$ cat src/rtl/pipe_hazard_ctrl_pkg.sv
// Shared constants for the pipeline stall/flush controller.
// Stage indices follow the 5-stage pipeline: 0 is youngest (IF), 4 is oldest (WB).
package pipe_ctrl_pkg;

    typedef enum logic [2:0] {
        ST_IF  = 3'd0,
        ST_ID  = 3'd1,
        ST_EX  = 3'd2,
        ST_MEM = 3'd3,
        ST_WB  = 3'd4
    } stage_e;

    localparam int unsigned CNT_W_DEF = 32;

endpackage

$ cat src/rtl/pipe_hazard_ctrl_if.sv
// Request/response bundle between the pipeline stages and the hazard controller.
interface pipe_hazard_ctrl_if
    import pipe_ctrl_pkg::*;
#(
    parameter int unsigned NSTAGE = 5,
    parameter int unsigned CNT_W  = CNT_W_DEF
);

    logic [NSTAGE-1:0] stallreq;
    logic [NSTAGE-1:0] flushreq;
    logic              halt;
    logic [NSTAGE-1:0] stall;
    logic [NSTAGE-1:0] bubble;
    logic [NSTAGE-1:0] flush;
    logic [CNT_W-1:0]  stall_cnt;
    logic [CNT_W-1:0]  flush_cnt;
    logic              wdog_err;

    modport master (
        output stallreq, flushreq, halt,
        input  stall, bubble, flush, stall_cnt, flush_cnt, wdog_err
    );

    modport slave (
        input  stallreq, flushreq, halt,
        output stall, bubble, flush, stall_cnt, flush_cnt, wdog_err
    );

endinterface

$ cat src/rtl/pipe_hazard_ctrl_sat_counter.sv
// Event counter that sticks at all-ones instead of wrapping.
module sat_counter #(
    parameter int unsigned W = 32
) (
    input  logic         clk,
    input  logic         rst,
    input  logic         inc,
    output logic [W-1:0] cnt
);

    always_ff @(posedge clk) begin
        if (rst) begin
            cnt <= '0;
        end else if (inc && (cnt != '1)) begin
            cnt <= cnt + 1'b1;
        end
    end

endmodule

$ cat src/rtl/pipe_hazard_ctrl.sv
// Central stall/flush controller: merges stage stall/redirect requests and debug halt
// into per-stage hold/bubble/flush strobes, with deferred redirects, counters and watchdog.
module pipe_hazard_ctrl
    import pipe_ctrl_pkg::*;
#(
    parameter int unsigned NSTAGE   = 5,
    parameter int unsigned CNT_W    = CNT_W_DEF,
    parameter int unsigned WDOG_CYC = 1024
) (
    input  logic               clk,
    input  logic               rst,
    pipe_hazard_ctrl_if.slave  bus
);

    localparam logic [31:0] WLIM = (WDOG_CYC == 0) ? '0 : 32'(WDOG_CYC - 1);

    logic [NSTAGE-1:0] pend;
    logic [NSTAGE-1:0] pend_d;
    logic [NSTAGE-1:0] raw;
    logic [NSTAGE-1:0] eff_fl;
    logic [NSTAGE-1:0] accept;
    logic [NSTAGE-1:0] kill;
    logic [NSTAGE-1:0] st;
    logic [NSTAGE-1:0] bub;
    logic              racc;
    logic              facc;
    logic              any_acc;
    logic [31:0]       wcnt;
    logic              wdog_err_q;

    always_comb begin
        racc    = 1'b0;
        facc    = 1'b0;
        raw     = '0;
        kill    = '0;
        bub     = '0;
        // Walk oldest to youngest: stall requests propagate to younger stages,
        // and every stage younger than an accepted redirect is killed.
        for (int unsigned k = 0; k < NSTAGE; k++) begin
            racc                = racc | bus.stallreq[NSTAGE-1-k];
            raw[NSTAGE-1-k]     = bus.halt | racc;
        end
        eff_fl = bus.flushreq | pend;
        accept = eff_fl & ~raw;
        for (int unsigned k = 0; k < NSTAGE; k++) begin
            kill[NSTAGE-1-k] = facc;
            facc             = facc | accept[NSTAGE-1-k];
        end
        any_acc = facc;
        pend_d  = eff_fl & ~accept & ~kill;
        st      = raw & ~kill;
        for (int unsigned j = 1; j < NSTAGE; j++) begin
            bub[j] = st[j-1] & ~st[j] & ~kill[j];
        end
    end

    assign bus.stall    = rst ? '0 : st;
    assign bus.bubble   = rst ? '0 : bub;
    assign bus.flush    = rst ? '0 : kill;
    assign bus.wdog_err = wdog_err_q;

    always_ff @(posedge clk) begin
        if (rst) begin
            pend <= '0;
        end else begin
            pend <= pend_d;
        end
    end

    // halt freezes the watchdog count rather than clearing it
    always_ff @(posedge clk) begin
        if (rst) begin
            wcnt       <= '0;
            wdog_err_q <= 1'b0;
        end else if ((WDOG_CYC != 0) && !bus.halt) begin
            if (st[NSTAGE-1]) begin
                if (wcnt == WLIM) begin
                    wdog_err_q <= 1'b1;
                end else begin
                    wcnt <= wcnt + 1'b1;
                end
            end else begin
                wcnt <= '0;
            end
        end
    end

    sat_counter #(.W(CNT_W)) u_stall_cnt (
        .clk (clk),
        .rst (rst),
        .inc (st[NSTAGE-2] & ~rst),
        .cnt (bus.stall_cnt)
    );

    sat_counter #(.W(CNT_W)) u_flush_cnt (
        .clk (clk),
        .rst (rst),
        .inc (any_acc & ~rst),
        .cnt (bus.flush_cnt)
    );

endmodule

$ cat src/flat_wrapper.sv
// flat-port wrapper written by rule: the top's interface ports become plain ports
module pipe_hazard_ctrl_flat import pipe_ctrl_pkg::*;
#(
    parameter int unsigned NSTAGE   = 5,
    parameter int unsigned CNT_W    = CNT_W_DEF,
    parameter int unsigned WDOG_CYC = 1024
)
  (clk, rst, bus_stallreq, bus_flushreq, bus_halt, bus_stall, bus_bubble, bus_flush, bus_stall_cnt, bus_flush_cnt, bus_wdog_err);
  pipe_hazard_ctrl_if #(.NSTAGE(NSTAGE), .CNT_W(CNT_W)) bus_i ();
  input  logic clk;
  input  logic rst;
  input wire logic [$bits(bus_i.stallreq)-1:0] bus_stallreq;
  input wire logic [$bits(bus_i.flushreq)-1:0] bus_flushreq;
  input wire logic [$bits(bus_i.halt)-1:0] bus_halt;
  output wire logic [$bits(bus_i.stall)-1:0] bus_stall;
  output wire logic [$bits(bus_i.bubble)-1:0] bus_bubble;
  output wire logic [$bits(bus_i.flush)-1:0] bus_flush;
  output wire logic [$bits(bus_i.stall_cnt)-1:0] bus_stall_cnt;
  output wire logic [$bits(bus_i.flush_cnt)-1:0] bus_flush_cnt;
  output wire logic [$bits(bus_i.wdog_err)-1:0] bus_wdog_err;
  assign bus_i.stallreq = bus_stallreq;
  assign bus_i.flushreq = bus_flushreq;
  assign bus_i.halt = bus_halt;
  assign bus_stall = bus_i.stall;
  assign bus_bubble = bus_i.bubble;
  assign bus_flush = bus_i.flush;
  assign bus_stall_cnt = bus_i.stall_cnt;
  assign bus_flush_cnt = bus_i.flush_cnt;
  assign bus_wdog_err = bus_i.wdog_err;
  pipe_hazard_ctrl #(.NSTAGE(NSTAGE), .CNT_W(CNT_W), .WDOG_CYC(WDOG_CYC)) u_core (.clk(clk), .rst(rst), .bus(bus_i));
endmodule
$ cat config.mk
export PLATFORM = sky130hd
export DESIGN_NAME = pipe_hazard_ctrl_flat
export DESIGN_NICKNAME = d
export VERILOG_FILES = /design/src/rtl/pipe_hazard_ctrl_pkg.sv /design/src/rtl/pipe_hazard_ctrl_if.sv /design/src/rtl/pipe_hazard_ctrl_sat_counter.sv /design/src/rtl/pipe_hazard_ctrl.sv /design/src/flat_wrapper.sv
export SDC_FILE = /design/constraint.sdc
export NUM_CORES = 1
export LEC_CHECK = 0
export ABC_CLOCK_PERIOD_IN_PS = 3100
export BUFFER_PORTS_ARGS = -buffer_cell sky130_fd_sc_hd__buf_2
export CAP_MARGIN = 10
export CORE_ASPECT_RATIO = 1.1
export CORE_MARGIN = 3
export CORE_UTILIZATION = 50
export CTS_CLUSTER_DIAMETER = 30
export CTS_CLUSTER_SIZE = 30
export DETAILED_ROUTE_END_ITERATION = 12
export PLACE_DENSITY = 0.8
export REMOVE_ABC_BUFFERS = 1
export SLEW_MARGIN = 30
export SYNTH_ARGS = -nofsm -noshare
export SYNTH_HDL_FRONTEND = slang
export SYNTH_HIERARCHICAL = 1
export SYNTH_SLANG_ARGS = --single-unit
$ cat constraint.sdc
create_clock -name clk -period 3.1 [get_ports clk]
set_clock_uncertainty 0.15 [all_clocks]
set_input_delay 0.155 -clock clk [delete_from_list [all_inputs] [get_ports clk]]
set_output_delay 0.155 -clock clk [all_outputs]
set_load 0.01 [all_outputs]
; ---- After elaboration in Yosys (flattened, before gate mapping)
; Index checks and enable logic that the tools add are counted.
[classes]
addsub = 3
multipliers = 0
div = 0
order_cmp = 0
n_eq_ne = 4
shift = 0
muxes = 5
n_bitwise = 39
n_reduce_logical = 4
[ops]
columns = operator, count
row1 = "adder 32 x 1 -> 32 bit, second input constant", 3
row2 = two-way mux 32 bit, 2
row3 = "inequality test 32 bit, second input constant", 2
row4 = "== test 32 x 10 -> 1 bit, second input constant", 1
row5 = bitwise AND 5 bit, 4
row6 = bitwise OR 1 bit, 13
row7 = two-way mux 5 bit, 2
row8 = inverter 5 bit, 2
row9 = bitwise AND 1 bit, 9
row10 = inverter 1 bit, 9
row11 = inverter 4 -> 5 bit, 1
row12 = bitwise OR 5 bit, 1
row13 = two-way mux 4 bit, 1
row14 = AND reduction 3 bit, 1
row15 = logical AND 1 bit, 2
row16 = "inequality test 2 bit, second input constant", 1
row17 = AND reduction 2 bit, 1
[word_totals]
register_bits = 102
latch_bits = 0
ram_bits = 0
mem_bits_ro = 0
in_bits = 13
output_inout_bits = 80
memories = 0

; ---- Longest topological paths before layout
; Gate-level depths: netlist of the first run.
[logic_depth]
depth_word = 16
ltp_mapped = 10
mapped_depth_nobuf = 10

; ---- Modules after synthesis
; Netlist of the first run, hierarchy kept.
[by_module_without_submodules]
columns = module, n_inst, cells_per_inst, area_per_inst_um2, seq_area_each_um2
row1 = sat_counter, 2, 199, 1674.1, 640.6
row2 = pipe_hazard_ctrl, 1, 276, 2118.3, 760.7

; ---- Worst setup path after synthesis of the first run
; Ideal clock, no wire load.
[synth_path]
path_kind = input to register
startpoint = in bus_stallreq[4]
endpoint = reg u_core.u_flush_cnt.cnt[31]
arrival_time_ps = 2947
required_ps = 2829
slack_ps = -118
stages = 10
path_buffers = 1
cell_sequence = or2_2 clkbuf_1 nor4_1 a21oi_1 nor2_1 nand4_1 nor4_2 nand4_1 nor4_1 mux2_2
[synth_between]
elab_chain_len = 10
elab_cells_between_ends = 17
classes_between = bitwise: 16 / reduce/logical: 1
[synth_rtl]
columns = item, line_no
row1 = from (decl), flat_wrapper.sv:12  ; input wire logic [$bits(bus_i.stallreq)-1:0] bus_stallreq;
row2 = bitwise OR 1 bit, pipe_hazard_ctrl.sv:40  ; racc = racc | bus.stallreq[NSTAGE-1-k];
row3 = "bitwise OR 1 bit, on equally long branches", "pipe_hazard_ctrl.sv:41, pipe_hazard_ctrl.sv:40"
row4 = inverter 5 bit *, pipe_hazard_ctrl.sv:44  ; accept = eff_fl & ~raw;
row5 = bitwise AND 5 bit *, pipe_hazard_ctrl.sv:44
row6 = "bitwise OR 1 bit, or another cell as far along (2 in series)", pipe_hazard_ctrl.sv:47  ; facc = facc | accept[NSTAGE-1-k];
row7 = bitwise OR 1 bit / bitwise AND 5 bit (equally long branches), "pipe_hazard_ctrl.sv:47, pipe_hazard_ctrl.sv:44"
row8 = bitwise OR 1 bit *, pipe_hazard_ctrl.sv:47
row9 = bitwise AND 1 bit *, pipe_hazard_ctrl.sv:98  ; .inc (any_acc & ~rst),
row10 = logical AND 1 bit *, pipe_hazard_ctrl_sat_counter.sv:14  ; end else if (inc && (cnt != '1)) begin
row11 = to (signal assigned), pipe_hazard_ctrl_sat_counter.sv:15  ; cnt <= cnt + 1'b1;
row12 = to (decl), pipe_hazard_ctrl_sat_counter.sv:8  ; output logic [W-1:0] cnt
; Mark *: on every way between the ends. The rest lies on a longest branch, timed or not.
; A chain may end at the register's enable or synchronous reset.

; ---- Worst setup path in the final report of the first run
[layout_path]
startpoint = in bus_flushreq[4]
endpoint = reg u_core.u_stall_cnt.cnt[31]
[layout_between]
elab_chain_len = 6
[layout_rtl]
columns = item, line_no
row1 = from (decl), flat_wrapper.sv:13  ; input wire logic [$bits(bus_i.flushreq)-1:0] bus_flushreq;
row2 = bitwise OR 5 bit, pipe_hazard_ctrl.sv:43  ; eff_fl = bus.flushreq | pend;
row3 = bitwise AND 5 bit, pipe_hazard_ctrl.sv:44
row4 = inverter 4 -> 5 bit, pipe_hazard_ctrl.sv:51  ; st = raw & ~kill;
row5 = bitwise AND 5 bit, pipe_hazard_ctrl.sv:51
row6 = bitwise AND 1 bit, pipe_hazard_ctrl.sv:91  ; .inc (st[NSTAGE-2] & ~rst),
row7 = logical AND 1 bit, pipe_hazard_ctrl_sat_counter.sv:14
row8 = to (signal assigned), pipe_hazard_ctrl_sat_counter.sv:15
row9 = to (decl), pipe_hazard_ctrl_sat_counter.sv:8
; No other way between the ends.

==> results of run 1 <==
## worst min-delay path by stage
stage	from	cells past startpoint	end	slack, ns
finish	bus_flushreq[1]	3	u_core/pend[1]$_SDFF_PP0_	0.006
global placement	bus_flushreq[2]	2	u_core/pend[2]$_SDFF_PP0_	0.24
CTS	bus_flushreq[1]	3	u_core/pend[1]$_SDFF_PP0_	0.004
floorplan	rst	1	u_core/u_flush_cnt/cnt[10]$_SDFFE_PP0P_	0.07
detailed placement	bus_flushreq[2]	2	u_core/pend[2]$_SDFF_PP0_	0.26
global route	bus_flushreq[1]	3	u_core/pend[1]$_SDFF_PP0_	0.08
## cells in the mapped netlist, types with 7 or more instances
cell | count | area (µm²)
o21ai_0 | 30 | 150
buf_2 | 9 | 45.0
xnor2_1 | 12 | 105
dfxtp_1 | 102 | 2040
nand2_1 | 39 | 146
nor2_1 | 53 | 199
and4_1 | 13 | 114
a31oi_1 | 11 | 68.8
clkbuf_1 | 27 | 101
or4_1 | 39 | 293
xor2_1 | 7 | 61.3
o31ai_1 | 30 | 225
inv_1 | 10 | 37.5
and3_1 | 10 | 62.6
a21oi_1 | 70 | 350
nor2b_1 | 7 | 43.8
nand4_1 | 34 | 213
or3_1 | 30 | 188
nor3_1 | 15 | 75.1
nand3_1 | 37 | 185
nor4_1 | 19 | 119
## placed cells by master (no fill, tap or decap), types with 5 or more instances in the layout
cell type and instances:
nand2_1 39, inv_1 10, o31ai_1 30, o211ai_1 5, o21ai_0 30, clkbuf_16 9, nand3_1 37, and2_1 5
xnor2_1 12, nor4_1 17, and3_1 10, nand4_1 34, or4_1 39, nor2b_1 7, a21oi_1 70, nor2_1 53
xor2_1 7, a31oi_1 11, dfxtp_1 102, and4_1 13, or3_1 30, buf_2 90, nor3_1 15, buf_4 25
## routing by layer
metal	vias up	part of all wire, %	track usage, %
met5	-	0	0
met2	243	50	41.0
met1	2780	42	30.4
met4	0	1.8	9.59
met3	26	6.9	3.84
li1	2767	-	-
## repair_timing
item                                    4_1_cts  5_1_grt
endpoints found under the setup margin        0        0
hold endpoints to repair                      4        0
hold buffers                                  4        0
## cell type report
| class | instances | area, µm² | area share [%] |
|---|---|---|---|
| Clock inverter | 3 | 42.5 | 0.657 |
| Inverter | 10 | 37.5 | 0.579 |
| Timing Repair Buffer | 119 | 678 | 10.5 |
| Clock buffer | 13 | 260 | 4.02 |
| Multi-Input combinational cell | 524 | 3240 | 50.0 |
| Sequential cell | 102 | 2040 | 31.5 |
| Tap cell | 143 | 179 | 2.76 |
## flip-flops by register name, summed over array words and instances, names as in the netlist
name,count
u_core/bus.wdog_err,1
u_core/u_stall_cnt/cnt,32
u_core/u_flush_cnt/cnt,32
u_core/wcnt,32
u_core/pend,5
## tightest hold or removal path: stages
cell	delay [ns]
buf_2	0.08
nor2_1	0.06
nor4_1	0.15
## power by group
part | internal, µW | total [µW] | switching, µW
Combinational | 48.5 | 143 | 94.5
Sequential | 1320 | 1330 | 9.31
Clock | 670 | 1170 | 497
## metrics by stage
stage	setup WS, ns	instances
CTS	0.278	914
detailed placement	0.242	894
global placement	0.364	894
finish	0.230	914
global route	0.0654	914
floorplan	-0.623	636
## cells by family after synthesis
kind of cell	synth area share, %
AOI/OAI and AO/OA	19.2
other	0.0686
buffers and inverters	3.71
muxes	1.37
and+or+nand+nor	34.6
xor gates and xnor gates	3.04
DFF	37.4
adders and majority gates	0.687
==> metrics.txt, run 1 <==
grt ovf 0; Crit path depth 11; pwr/cell area just over 400 nW/µm²; Top FF cell, synth dfxtp_1; r2r startpoint u_core/pend[4]$_SDFF_PP0_; register bit count reported by yosys between 100 and 150; Fin Hold WS 0.00552 ns; Row Count 39; Slowest-stage cell, CP dlygate4sd3_1; HPWL after detailed placement approximately 11000 µm; Final setup viols 0; layout cells sized above 1 between 10% and 20%; RSZ-0062 raised after global routing no; Fmax achieved ~350 MHz; TritonCTS Buffers 9; worst reg-to-reg path cell count 9; Ys Warns 6; DRC 0; status finished, final reports clean; fin crit period roughly 2.9 ns; final hold violations 0; syn avg cell area between 8 and 9 µm²; Final period util slightly above 90%; detail-routed net length per standard cell approximately 17 µm; fin area 6480 µm²; clk slew on worst S/H paths approximately 0.07 ns; Crit Path Category in2reg; Arr. time, crit path 2.97 ns; CTS Sinks ~100; Post-Route WL approximately 15000 µm; crit-path most repeated cell nand4_1; via count 5816; P_leak 0.00227 µW; TritonCTS clock tree yes; Mapped Area 5470 µm²; Antenna Cells 0; CP delay by family, top simple AND/OR/NAND/NOR gates; global-route wire length before repair roughly 24000 µm; crit end category register; actual slew at the worst max-slew pin around 0.73 ns; reg2reg setup slack between 0.3 and 0.4 ns; CP Max Fanout 6; Peak VDD IR between 0.0002 and 0.0003 V; Synth cell types a little under 50; Worst Hold Class in2reg; async set-reset flop share out of synthesis 0%; nets@finish a little under 800; crit path launch type input pin; Die X around 110 µm; initial antenna violation count 0; sequential share of the synthesized area 37.4%; Worst Path Required 3.20 ns; latest clock arrival within the worst-skew pair 0.35 ns; die height 116 µm; CTS resizes 0; Max-slew headroom 51.1%; drt initial violations a little under 600; fillers about 920; r2r endpoint u_core/u_stall_cnt/cnt[31]$_SDFFE_PP0P_; CP Launch Point bus_flushreq[4]; die area 12200 µm²; Antenna Violating Nets Remaining 0; number of synthesized flops with an enable pin 0; I/O Buffers 90; CP Buf/Inv Count 3; max_cap viols 0; clk buf depth 2; Finished Core Util between 60% and 70%; max-slew violation count 0; clk root buf clkbuf_16; gr usage total 23.9%; core box area about 11000 µm²; Cells after Synth about 670; I/O pin count 93; worst setup path end u_core/u_stall_cnt/cnt[31]$_SDFFE_PP0P_; Cell Area, Placed about 6100 µm²; Post-CTS Setup Inserts 0; CTS H-tree depth 3; vias in the first global route a little over 5000; First-pass DRT Iterations 5; critical-path cell list dlygate4sd3_1 -> buf_2 -> nor2_1 -> nand2_1 -> a21oi_1 -> nand4_1 -> nor4_2 -> buf_4 -> nand4_1 -> nor4_1 -> mux2_2; Initial Util a little over 50%; Pwr Total 2640 µW; vias per cell around 6.4; CP max stage delay between 0.5 and 0.6 ns; synth-to-layout area growth 18.5%; Post-Route Setup TNS 0 ns; gpl congestion around 0.94; largest net degree at the start of global routing just under 60
Note: power is estimated with default switching activity, not from simulation.
==> run 2, diff against run 1 <==
--- a/config.mk
+++ b/config.mk
@@ -10,5 +10,5 @@
 export CAP_MARGIN = 10
 export CORE_ASPECT_RATIO = 1.1
-export CORE_MARGIN = 3
+export CORE_MARGIN = 2
 export CORE_UTILIZATION = 50
 export CTS_CLUSTER_DIAMETER = 30
==> constraint.sdc (replaced) <==
create_clock -name clk -period 3.1 [get_ports clk]
set_clock_uncertainty 0.15 [all_clocks]
set_input_delay 0.62 -clock clk [delete_from_list [all_inputs] [get_ports clk]]
set_output_delay 0.62 -clock clk [all_outputs]
set_load 0.01 [all_outputs]
==> metrics.txt, run 2 (synthesis results as in run 1) <==
status finished, final reports clean; Worst Hold Class reg2reg; latest clock arrival within the worst-skew pair 0.34 ns (about the same); I/O Buffers 90 (unchanged); via count 5858 (+0.72%); hold depth 1 (-2); biggest regs u_core/u_flush_cnt/cnt: 32 flops, u_core/u_stall_cnt/cnt: 32 flops, u_core/wcnt: 32 flops; clk slew on worst S/H paths 0.07 ns (about the same); final hold violations 0 (unchanged); CP Buf/Inv Count 3 (unchanged); CP Max Fanout 5 (-1); r2r endpoint u_core/u_flush_cnt/cnt[13]$_SDFFE_PP0P_; Hold Path Origin u_core/pend[2]$_SDFF_PP0_; Post-Route Setup TNS 0 ns (unchanged); Post-Route WL 15300 µm (+0.38%); CP max stage delay 0.37 ns (-0.15 ns); crit end category register; drt initial violations 389 (-34%); sequential cell area 2040 µm² (unchanged); synth-to-layout area growth 19.3%; Antenna Cells 0 (unchanged); layout cells sized above 1 21.4% (+1.8 points); Final period util 93.1% (+0.57 points); worst reg-to-reg path cell count 6 (-3); grt ovf 0 (unchanged); crit path launch type input pin; pwr/cell area 389 nW/µm² (-4.5%); clk buf depth 2 (unchanged); detail-routed net length per standard cell 16.5 µm (-1.1%); Finished Core Util 60.3% (-1.1 points); nets@finish 792 (+1.3%); largest net degree at the start of global routing 54 (-8.5%); I/O pin count 93 (unchanged); max-slew violation count 0 (unchanged); First-pass DRT Iterations 5 (unchanged); gr usage total 25.8% (+1.8 points); Peak VDD IR 0.000234 V (-8.4%); vias per cell 6.31 (-0.80%); Worst Hold Path EP u_core/pend[2]$_SDFF_PP0_; Worst Path Required 3.18 ns (-0.02 ns); TritonCTS Buffers 9 (unchanged); Cell Area, Placed 6240 µm² (+1.8%); die height 114 µm (-1.7%); gpl congestion 0.883 (-5.8%); fillers 1014 (+10%); core box area 10800 µm² (+2.6%); initial antenna violation count 0 (unchanged); die area 11800 µm² (-3.6%); r2r startpoint u_core/u_flush_cnt/cnt[13]$_SDFFE_PP0P_; actual slew at the worst max-slew pin 0.800 ns (+0.0666 ns); Fmax achieved 346 MHz (-0.61%); Row Count 40 (+2.6%); Final setup viols 0 (unchanged); P_leak 0.00231 µW (+1.9%); critical-path cell list buf_2 -> or2_2 -> nor4_1 -> buf_4 -> a21oi_1 -> nor2_1 -> nand4_1 -> nor4_2 -> buf_4 -> nand4_1 -> nor4_1 -> mux2_2; Fin Hold WS 0.335 ns (+0.329 ns); TritonCTS clock tree yes; DRC 0 (unchanged); Antenna Violating Nets Remaining 0 (unchanged); vias in the first global route 5562 (+8.1%); most common cell after layout, fill and taps aside dfxtp_1; CTS H-tree depth 3 (unchanged); hold_buf cts 0 (-4); max_cap viols 0 (unchanged); Max-slew headroom 46.3% (-4.9 points); CTS Sinks 102 (unchanged); Post-CTS Setup Inserts 0 (unchanged); Multi-input gate area 3240 µm² (unchanged); global-route wire length before repair 25600 µm (+5.5%); reg2reg setup slack 0.34 ns (-0.03 ns); fin crit period 2.89 ns (+0.0176 ns); leading cell types in the layout, fill and taps excluded dfxtp_1, buf_2, a21oi_1; CTS resizes 0 (unchanged); Crit path depth 12 (+1); fin area 6520 µm² (+0.66%); CP delay by family, top simple AND/OR/NAND/NOR gates; RSZ-0062 raised after global routing no; HPWL after detailed placement 10900 µm (unchanged); Crit Path Category in2reg; Arr. time, crit path 2.97 ns (about the same); clk root buf clkbuf_16; Initial Util 50.6% (-1.3 points); Slowest-stage cell, CP mux2_2; Die X 104 µm (-1.9%)
==> run 2: power by group <==
group | switching, µW | internal [µW]
registers | 9.75 | 1320
logic | 92.0 | 50.4
clock network | 502 | 564
total | 604 | 1930
==> run 2: metal layers <==
metal  global-route usage, %  share of wire [%]  vias to the layer above
li1                        -                  -                     2786
met1                    31.9                 43                     2835
met2                    44.7                 50                      207
met3                    4.80                5.7                       30
met4                    10.3                1.8                        0
met5                       0                  0                        -
==> run 2: worst reg2reg max path: cells and delay by family, from the launching register on <==
kind	cells	cell delay, ns
compound gates	1	0.06
flops	1	0.45
simple gates	4	1.65
buf+inv	1	0.31
==> run 2: how the worst max path moves through the flow <==
stage / from / to / slack (ns)
3_5_place_dp: bus_stallreq[4] / u_core/u_flush_cnt/cnt[31]$_SDFFE_PP0P_ / -0.13
2_1_floorplan: u_core/u_flush_cnt/cnt[21]$_SDFFE_PP0P_ / u_core/u_flush_cnt/cnt[21]$_SDFFE_PP0P_ / -0.62
5_1_grt: u_core/u_flush_cnt/cnt[13]$_SDFFE_PP0P_ / u_core/u_flush_cnt/cnt[17]$_SDFFE_PP0P_ / 0.07
4_1_cts: bus_stallreq[4] / u_core/u_flush_cnt/cnt[31]$_SDFFE_PP0P_ / 0.24
3_3_place_gp: bus_stallreq[4] / u_core/u_flush_cnt/cnt[31]$_SDFFE_PP0P_ / -0.03
6_report: bus_stallreq[4] / u_core/u_flush_cnt/cnt[31]$_SDFFE_PP0P_ / 0.21
==> run 2: final cells by class <==
type,instances,area share [%]
multi-input cells,524,49.7
well taps,147,2.82
repair buffers,129,11.4
clock buffers,10,3.67
inverters,10,0.576
flip-flops and latches,102,31.3
clock inverters,6,0.557
==> run 2: through the flow <==
step	cells	power [µW]	setup WS [ns]
2_1_floorplan	636	1420	-0.623
3_3_place_gp	912	1500	-0.0321
3_5_place_dp	912	1500	-0.126
4_1_cts	928	2550	0.238
5_1_grt	928	2630	0.0695
6_report	928	2540	0.212
